`config.mk`:
```
export PLATFORM = sky130hd
export DESIGN_NAME = div_sequencial
export DESIGN_NICKNAME = d
export VERILOG_FILES = /design/src/rtl/div_sequencial.sv
export SDC_FILE = /design/constraint.sdc
export NUM_CORES = 1
export LEC_CHECK = 0
export ABC_CLOCK_PERIOD_IN_PS = 3400
export CAP_MARGIN = 0
export CORE_UTILIZATION = 36
export DETAILED_ROUTE_END_ITERATION = 10
export PLACE_DENSITY = 0.56
export SETUP_SLACK_MARGIN = 0.3
export SLEW_MARGIN = 20
export SYNTH_ARGS = -nofsm -noshare
export SYNTH_HDL_FRONTEND = slang
export SYNTH_SLANG_ARGS = --single-unit
```
`constraint.sdc`:
```
create_clock -name clk -period 3.4 [get_ports clk]
set_input_delay 0.68 -clock clk [delete_from_list [all_inputs] [get_ports clk]]
set_output_delay 0.68 -clock clk [all_outputs]
set_load 0.03 [all_outputs]
```
`src/rtl/div_sequencial.sv`:
```
// div_sequencial
// Sequential signed 32-bit restoring divider serving the control unit's
// start/stop handshake for the MIPS `div` instruction. One quotient bit is
// produced per clock. The quotient is returned on `lo` and the remainder on
// `hi`. A zero divisor is reported through `div_zero` instead of a result.
//
// Ports:
//   clk       rising-edge clock
//   reset     asynchronous, active-low reset
//   start     request from the control unit, sampled only while idle
//   dividend  signed dividend (rs)
//   divisor   signed divisor (rt)
//   hi        signed remainder of the last completed division
//   lo        signed quotient of the last completed division
//   done      one-cycle completion pulse
//   busy      high from start acceptance until the done cycle
//   div_zero  last accepted request had a zero divisor
module div_sequencial (
  input  logic        clk,
  input  logic        reset,
  input  logic        start,
  input  logic [31:0] dividend,
  input  logic [31:0] divisor,
  output logic [31:0] hi,
  output logic [31:0] lo,
  output logic        done,
  output logic        busy,
  output logic        div_zero
);

  typedef enum logic [1:0] {
    IDLE = 2'd0,
    RUN  = 2'd1,
    FIX  = 2'd2
  } state_t;

  state_t      state_r;
  state_t      state_nxt;

  logic [31:0] quo_r;        // dividend magnitude shifting out, quotient shifting in
  logic [31:0] quo_nxt;
  logic [31:0] dvs_r;        // divisor magnitude
  logic [31:0] dvs_nxt;
  logic [32:0] rem_r;        // partial remainder accumulator
  logic [32:0] rem_nxt;
  logic [5:0]  cnt_r;
  logic [5:0]  cnt_nxt;
  logic        sign_q_r;
  logic        sign_q_nxt;
  logic        sign_rem_r;
  logic        sign_rem_nxt;
  logic        zero_r;       // accepted request had a zero divisor
  logic        zero_nxt;

  logic [31:0] hi_nxt;
  logic [31:0] lo_nxt;
  logic        done_nxt;
  logic        busy_nxt;
  logic        div_zero_nxt;

  logic [33:0] rem_shift;
  logic [33:0] rem_diff;

  // Two's-complement negation truncated to 32 bits.
  function automatic logic [31:0] neg32(input logic [31:0] v);
    neg32 = ~v + 32'd1;
  endfunction

  // Unsigned magnitude of a signed value; 0x80000000 maps to 2^31.
  function automatic logic [31:0] magnitude(input logic [31:0] v);
    magnitude = v[31] ? neg32(v) : v;
  endfunction

  // Shift the next dividend bit into the remainder and trial-subtract.
  // Bit 33 of the difference is the borrow: set when the shifted
  // remainder is smaller than the divisor magnitude.
  always_comb begin
    rem_shift = {rem_r, quo_r[31]};
    rem_diff  = rem_shift - {2'b00, dvs_r};
  end

  // Next-state and next-output logic for the divider FSM.
  always_comb begin
    state_nxt    = state_r;
    quo_nxt      = quo_r;
    dvs_nxt      = dvs_r;
    rem_nxt      = rem_r;
    cnt_nxt      = cnt_r;
    sign_q_nxt   = sign_q_r;
    sign_rem_nxt = sign_rem_r;
    zero_nxt     = zero_r;
    hi_nxt       = hi;
    lo_nxt       = lo;
    done_nxt     = 1'b0;
    busy_nxt     = busy;
    div_zero_nxt = div_zero;

    case (state_r)
      IDLE: begin
        if (start) begin
          quo_nxt      = magnitude(dividend);
          dvs_nxt      = magnitude(divisor);
          sign_q_nxt   = dividend[31] ^ divisor[31];
          sign_rem_nxt = dividend[31];
          rem_nxt      = 33'd0;
          cnt_nxt      = 6'd0;
          div_zero_nxt = 1'b0;
          busy_nxt     = 1'b1;
          zero_nxt     = (divisor == 32'd0);
          state_nxt    = (divisor == 32'd0) ? FIX : RUN;
        end else begin
          state_nxt    = IDLE;
        end
      end

      RUN: begin
        if (!rem_diff[33]) begin
          rem_nxt = rem_diff[32:0];
          quo_nxt = {quo_r[30:0], 1'b1};
        end else begin
          rem_nxt = rem_shift[32:0];
          quo_nxt = {quo_r[30:0], 1'b0};
        end
        cnt_nxt = cnt_r + 6'd1;
        if (cnt_r == 6'd31) begin
          state_nxt = FIX;
        end else begin
          state_nxt = RUN;
        end
      end

      FIX: begin
        if (zero_r) begin
          // Results from the previous division are left untouched.
          div_zero_nxt = 1'b1;
        end else begin
          lo_nxt = sign_q_r   ? neg32(quo_r)       : quo_r;
          hi_nxt = sign_rem_r ? neg32(rem_r[31:0]) : rem_r[31:0];
        end
        done_nxt  = 1'b1;
        busy_nxt  = 1'b0;
        state_nxt = IDLE;
      end

      default: begin
        busy_nxt  = 1'b0;
        state_nxt = IDLE;
      end
    endcase
  end

  // FSM state register.
  always_ff @(posedge clk or negedge reset) begin
    if (!reset) begin
      state_r <= IDLE;
    end else begin
      state_r <= state_nxt;
    end
  end

  // Datapath and registered output updates.
  always_ff @(posedge clk or negedge reset) begin
    if (!reset) begin
      quo_r      <= 32'd0;
      dvs_r      <= 32'd0;
      rem_r      <= 33'd0;
      cnt_r      <= 6'd0;
      sign_q_r   <= 1'b0;
      sign_rem_r <= 1'b0;
      zero_r     <= 1'b0;
      hi         <= 32'd0;
      lo         <= 32'd0;
      done       <= 1'b0;
      busy       <= 1'b0;
      div_zero   <= 1'b0;
    end else begin
      quo_r      <= quo_nxt;
      dvs_r      <= dvs_nxt;
      rem_r      <= rem_nxt;
      cnt_r      <= cnt_nxt;
      sign_q_r   <= sign_q_nxt;
      sign_rem_r <= sign_rem_nxt;
      zero_r     <= zero_nxt;
      hi         <= hi_nxt;
      lo         <= lo_nxt;
      done       <= done_nxt;
      busy       <= busy_nxt;
      div_zero   <= div_zero_nxt;
    end
  end

endmodule
```
==> reports/results.tsv <==
metric	value	unit
status	complete, but fails checks	
violations	DRC	
synth_ff_type	dfrtp_1	
cp-endpoint	hi[26]	
ys_async_sr_fraction	1.00	
dp_worst_setup_slack	27.6	ps
nNetsFinal	1595	
antenna_found_initial	0	
total_power	14500	uW
dp_hpwl	23600	um
hold_viol	0	
cts-root-buf	clkbuf_16	
hold_path.class	input port to asynchronous set/reset pin	
htree_levels	4	
ys_warn_count	0	
syn_to_final_growth	28.2	%
grt_use_total	0.202	
clk_latency	450	ps
die_area	32100	um2
gp_congestion	0.874	
globalRoute.totalOverflow	0	
io_buffers	133	
io_pins	134	
syn_inst	1327	
vias	10200	
r2r_end	hi[26]	
grt_max_degree	67	
r2r-start	rem_r[6]	
yosysUniqueCellTypes	63	
rsz0062_at_grt	true	
drive_above_1_share	0.124	
cts_tree	built	
slew_violations	0	
syn_area	11300	um2
initial_core_util	0.367	
drc	27	
ctsHoldBuffers	0	
cts_sinks	175	
drtIter0Drc	701	
first_global_vias	9597	
drt_pre_antenna_iters	8	
worstSetupStartpoint	rem_r[6]	
final_common_cell	nand2_1	
via_per_inst	5.37	
max-slew-margin-rel	0.358	
clock.fmax	0.301	GHz
synth-edff-count	0	
fin_ws	81.2	ps
power.density	1000	nW/um2
rr_worst_depth	9	
required	3720	ps
die_w	179	um
cp_max_fo	4	
ys_ff_latch	175	
antenna_cells	0	
clockBufferDepth	2	
wirelength	31300	um
path_class	flip-flop to flip-flop	
clock-skew-final	12.0	ps
cts_buffers	17	
clk_pin_slew	70	ps
period_needed	3320	ps
synth_nets	1432	
syn_area_per_cell	8.50	um2
cp-start-kind	flip-flop	
rrSetupSlack	80	ps
setup_viol	0	
wire_per_inst	16.5	um
max_cap_viol_count	0	
leakagePower	0.00612	uW
endpoint_kind	flip-flop	
irDropWorstVdd	563	uV
ant_nets	0	
grt_pass1_wl	50800	um
layout_common_cells	216 x nand2_1, 174 x dfrtp_1, 165 x o21ai_0	
core-area	30700	um2
post-route-period-util	0.976	
num-fill-cells	2985	
worst_pin_slew	960	ps
rows	64	
arrival	3640	ps
die_h	179	um
seq_area_frac_synth	0.388	
## metrics by stage
| stage | cell area (um2) | hold WS [ps] | utilization | setup TNS [ps] | std cells |
|---|---|---|---|---|---|
| 5_1_grt | 14500 | 265 | 0.470 | -55.3 | 1899 |
| 3_5_place_dp | 13600 | 471 | 0.441 | 0 | 1861 |
| 6_report | 14500 | 215 | 0.470 | 0 | 1899 |
| 4_1_cts | 14300 | 252 | 0.464 | 0 | 1896 |
| 3_3_place_gp | 13600 | 462 | 0.441 | 0 | 1861 |
| 2_1_floorplan | 11300 | 384 | - | 0 | 1327 |
## per-layer routing
| metal | global-route usage | share of wire | vias to the layer above |
|---|---|---|---|
| met1 | 0.314 | 0.52 | 4829 |
| li1 | - | - | 5108 |
| met3 | 0.0269 | 0.047 | 24 |
| met5 | 0 | 0 | - |
| met4 | 0.0494 | 0.013 | 0 |
| met2 | 0.288 | 0.42 | 235 |
## worst max-delay path, cell delays in order (launching register included)
cell and delay (ps):
dfrtp_1 390, or4_4 540, or3_4 340, or4_4 420, or4_4 430, nand2b_4 160
or4_4 490, o31ai_4 190, xor2_1 160, o21ai_1 70
## worst min path at each step
| stage | end | depth (start not counted) | slack [ps] |
|---|---|---|---|
| after floorplan | busy | 0 | 380 |
| after global placement | hi[9] | 2 | 460 |
| after detailed placement | hi[21] | 2 | 470 |
| after CTS | lo[17] | 1 | 250 |
| after global routing | lo[17] | 1 | 260 |
| final | lo[17] | 1 | 210 |
## kinds of logic after synthesis
family          synth area share
compound gates             0.242
xor+xnor                   0.114
flops                      0.388
simple gates               0.166
buf+inv                   0.0446
fa+ha+maj                 0.0428
mux                      0.00266
## flip-flops by register name, summed over array words and instances, names as in the netlist
name        count
sign_q_r        1
busy            1
rem_r          33
quo_r          32
hi             32
div_zero        1
lo             32
zero_r          1
cnt_r           6
dvs_r          32
state_r         2
sign_rem_r      1
done            1
## Yosys cell counts, drive strengths merged (10+ instances only)
cell type    n  area (um2)
a21oi       65         325
clkbuf      74         278
o21ai      176         881
buf         10        41.3
nand4       19         119
nor3        15        75.1
nand3       21         105
or4         22         176
xor2       105         920
or3         14        93.8
a22oi       19         143
a221o       15         151
o31ai       38         295
dfrtp      175        4380
o211ai      17         128
nor2        33         124
nand2b      20         133
ha          37         463
nand2      217         815
inv         48         180
o41ai       15         131
a21o        17         128
o22ai       27         169
xnor2       42         368
## layout make-up
type	count	area (um2)	area share
clock inverter	12	170	0.0118
tap	396	495	0.0343
timing repair buffer	228	2120	0.147
inverter	49	184	0.0127
sequential	175	4380	0.303
clock buffer	20	457	0.0316
multi-input combinational	1019	6650	0.460
## power breakdown
part           internal [uW]  total (uW)  switching (uW)
Sequential              2820        3510             699
Combinational           3930        8890            4950
Clock                   1220        2130             911
Total                   7970       14500            6560
## repair_timing
| item | 4_1_cts | 5_1_grt |
|---|---|---|
| gates resized for setup | 15 | 33 |
| endpoints found under the setup margin | 38 | 49 |
| setup buffers | 3 | 3 |
| pin swaps | 4 | 13 |
| endpoints found under the hold margin | 0 | 0 |
Note: power is estimated with default switching activity, not from simulation.
==> variant 1 (same settings) <==
The 3 states of `state_t` get a one-hot encoding in 3 bits.
--- a/src/rtl/div_sequencial.sv
+++ b/src/rtl/div_sequencial.sv
@@ -30,6 +30,6 @@
 
-  typedef enum logic [1:0] {
-    IDLE = 2'd0,
-    RUN  = 2'd1,
-    FIX  = 2'd2
+  typedef enum logic [2:0] {
+    IDLE = 3'b001,
+    RUN  = 3'b010,
+    FIX  = 3'b100
   } state_t;
Function: no difference found for any inputs over 10 cycles, from zero or initial values and one cycle with reset low; not proved beyond that.
==> variant 1 against the original RTL <==
Combinational power is 13% lower; die area is 2.3% lower; design area is 3.0% lower; worst setup slack better by 0.28 ns; synthesized area is 2.3% lower; routed wire length is 6.7% lower; clock skew is 0.0016 ns lower; core utilization is 0.081 points lower; sequential cell count is 1 higher; power is 8.6% lower; critical path depth stayed put; hold slack better by 0.0045 ns; highest routed layer unchanged.
==> variant 1: results (changes against the original RTL) <==
| Metric | Value |
|---|---|
| Status | `completed (was finished, violations left)` |
| Drt first-iter violations | `551 (was 701)` |
| Clk_lat worst skew | `0.43 ns (was 0.45 ns)` |
| Comb group | `0.00776 W (was 0.00889 W)` |
| FF-to-FF Start | `rem_r[5] (was rem_r[6])` |
| All-Layer GR Usage | `19.02% (was 20.17%)` |
| Post-Place Cells | `1,792 (was 1,861)` |
| CP Data Arrival Time | `3.32 ns (was 3.64 ns)` |
| Leakage power total | `6.130 nW (was 6.116 nW)` |
| Clock skew | `0.01043 ns (was 0.01198 ns)` |
| First-pass GRT wire length | `47,350 um (was 50,800 um)` |
| Peak VDD IR | `0.0004487 V (was 0.0005629 V)` |
| Sequential power share | `25.7% (was 24.2%)` |
| Syn avg cell area | `8.628 um2 (was 8.504 um2)` |
| Pre-CTS worst setup slack | `-0.2760 ns (was 0.02763 ns)` |
| RD Place Congestion | `0.8804 (was 0.8741)` |
| Layout cells sized above 1 | `10.96% (was 12.44%)` |
| GR met3 Demand/Resource | `2.363% (was 2.693%)` |
| Crit path from | `divisor[10] (was rem_r[6])` |
| RR Endpoint | `hi[24] (was hi[26])` |
| Post-Synth Adder-Cell Area | `4.380% (was 4.280%)` |
| Commonest cells in the netlist | `nand2_1 (207), o21ai_0 (203), dfrtp_1 (175) (was nand2_1 (217), dfrtp_1 (175), o21ai_0 (170))` |
| Total Wirelength | `29,210 um (was 31,320 um)` |
| DP HPWL | `21,740 um (was 23,560 um)` |
| Setup repair bufs after CTS | `13 (was 3)` |
| Synth cell types | `60 (was 63)` |
| Worst-margin pin slew | `1.076 ns (was 0.9602 ns)` |
| Upper clock frequency limit | `329.6 MHz (was 301.3 MHz)` |
| R2R setup slack | `0.41 ns (was 0.08 ns)` |
| Vias per cell | `5.170 (was 5.369)` |
-- variant 1: changes by cell type after synthesis, sizes merged, moves of 15 or more --
cell,unedited run,this run
a21oi,65,44
clkbuf,74,54
mux2i,3,23
o21ai,176,220
o22ai,27,3
or3,14,29
-- variant 1: metal layers --
metal,up-vias,wire length [um]
li1,4841,-
met1,4489,15470
met2,177,12460
met3,11,1095
met4,0,182
met5,-,0
-- variant 1: cell type report --
| cell class | instances | area, um2 |
|---|---|---|
| fillers | 2960 | 15850 |
| well taps | 390 | 488.0 |
| clock inverters | 15 | 195.2 |
| inverters | 54 | 202.7 |
| clock buffers | 17 | 425.4 |
| flip-flops and latches | 176 | 4408 |
| repair buffers | 204 | 1902 |
| multi-input cells | 985 | 6406 |
-- variant 1: kinds of logic after synthesis --
group / after synthesis
multiplexers: 23
AND/OR/NAND/NOR: 370
flip-flops: 176
AO/OA/AOI/OAI: 406
adder cells (fa/ha/maj): 38
XOR/XNOR: 148
buffers and inverters: 117
==> variant 2 (config.mk and constraints unchanged) <==
Without the edit above. Register the output `hi` once more, with the module's reset; this adds one clock of latency there. The other outputs are not delayed to match.
--- a/src/rtl/div_sequencial.sv
+++ b/src/rtl/div_sequencial.sv
@@ -36,2 +36,4 @@
 
+  logic [31:0] hi_s0;
+
   state_t      state_r;
@@ -91,3 +93,3 @@
     zero_nxt     = zero_r;
-    hi_nxt       = hi;
+    hi_nxt       = hi_s0;
     lo_nxt       = lo;
@@ -170,3 +172,3 @@
       zero_r     <= 1'b0;
-      hi         <= 32'd0;
+      hi_s0      <= 32'd0;
       lo         <= 32'd0;
@@ -183,3 +185,3 @@
       zero_r     <= zero_nxt;
-      hi         <= hi_nxt;
+      hi_s0      <= hi_nxt;
       lo         <= lo_nxt;
@@ -191,2 +193,10 @@
 
+  always_ff @(posedge clk or negedge reset) begin
+    if (!reset) begin
+      hi <= '0;
+    end else begin
+      hi <= hi_s0;
+    end
+  end
+
 endmodule
Function: same outputs for any inputs over 10 cycles, from zero or initial values and one cycle with reset low; that may be too few to reach the edited logic, so the function may still have changed.
==> variant 2 against the original RTL <==
Worst setup slack better by 0.13 ns; combinational power up 8.2%; routed wire length up 6.1%; sequential cell count up 32; highest routed layer unchanged; power up 14%; hold slack worse by 0.064 ns; design area up 7.1%; synthesized area up 6.4%; largest power group unchanged; synthesized cell count down 0.68%; critical endpoint is now rem_r[32].
==> variant 2: results (changes against the original RTL) <==
| Metric | Value |
|---|---|
| Status | `completed (was finished, violations left)` |
| Cells on worst reg2reg path | `13 (was 9)` |
| Met1 Usage GRT | `28.72% (was 31.44%)` |
| Vias per cell | `5.211 (was 5.369)` |
| PD cells | `1066 nW/um2 (was 1005 nW/um2)` |
| Crit-path slowest cell | `dfrtp_1 (was or4_4)` |
| Clk_lat worst skew | `0.52 ns (was 0.45 ns)` |
| All-Layer GR Usage | `19.88% (was 20.17%)` |
| Post-Place Cells | `1,921 (was 1,861)` |
| R2R setup slack | `0.21 ns (was 0.08 ns)` |
| Fin nets | `1,613 (was 1,595)` |
| CP Data Arrival Time | `3.59 ns (was 3.64 ns)` |
| FF-to-FF Start | `quo_r[31] (was rem_r[6])` |
| Upper clock frequency limit | `313.2 MHz (was 301.3 MHz)` |
| Commonest cells in the netlist | `dfrtp_1 (207), nand2_1 (202), o21ai_0 (198) (was nand2_1 (217), dfrtp_1 (175), o21ai_0 (170))` |
| Clock network power share | `15.0% (was 14.6%)` |
| Area after DPL | `14,490 um2 (was 13,570 um2)` |
| Post-synthesis compound-gate area fraction | `21.49% (was 24.20%)` |
| Syn avg cell area | `9.112 um2 (was 8.504 um2)` |
| RD Place Congestion | `0.8559 (was 0.8741)` |
| Fillers | `3,189 (was 2,985)` |
| Clk buf depth | `3 (was 2)` |
| Fin cells | `1,963 (was 1,899)` |
| DRT Pass-1 Iters | `5 (was 8)` |
| Clock skew | `0.01884 ns (was 0.01198 ns)` |
| H-tree levels | `1 (was 4)` |
| Crit-path max FO | `3 (was 4)` |
==> variant 2: worst min path at each step <==
stage                    from        to  slack (ns)  cells past startpoint
finish                  reset  hi_s0[4]        0.15                      1
global route            reset     hi[5]        0.20                      1
CTS                     reset  dvs_r[2]        0.17                      1
detailed placement  hi_s0[16]    hi[16]        0.36                      0
global placement    hi_s0[29]    hi[29]        0.36                      0
floorplan            hi_s0[0]     hi[0]        0.35                      0
==> variant 2: layout make-up <==
class	instances	area, um2	area share [%]
tap	442	553.0	3.571
sequential	207	5181	33.46
clock buffer	32	639.4	4.129
multi-input combinational	986	6584	42.51
inverter	51	191.4	1.236
clock inverter	6	88.84	0.5736
timing repair buffer	239	2248	14.52
==> variant 2: repair_timing <==
action,CTS,global route
cloned,0,1
endpoints found under the setup margin,34,53
buffers inserted,0,3
resized for setup,6,45
pin swaps,4,14
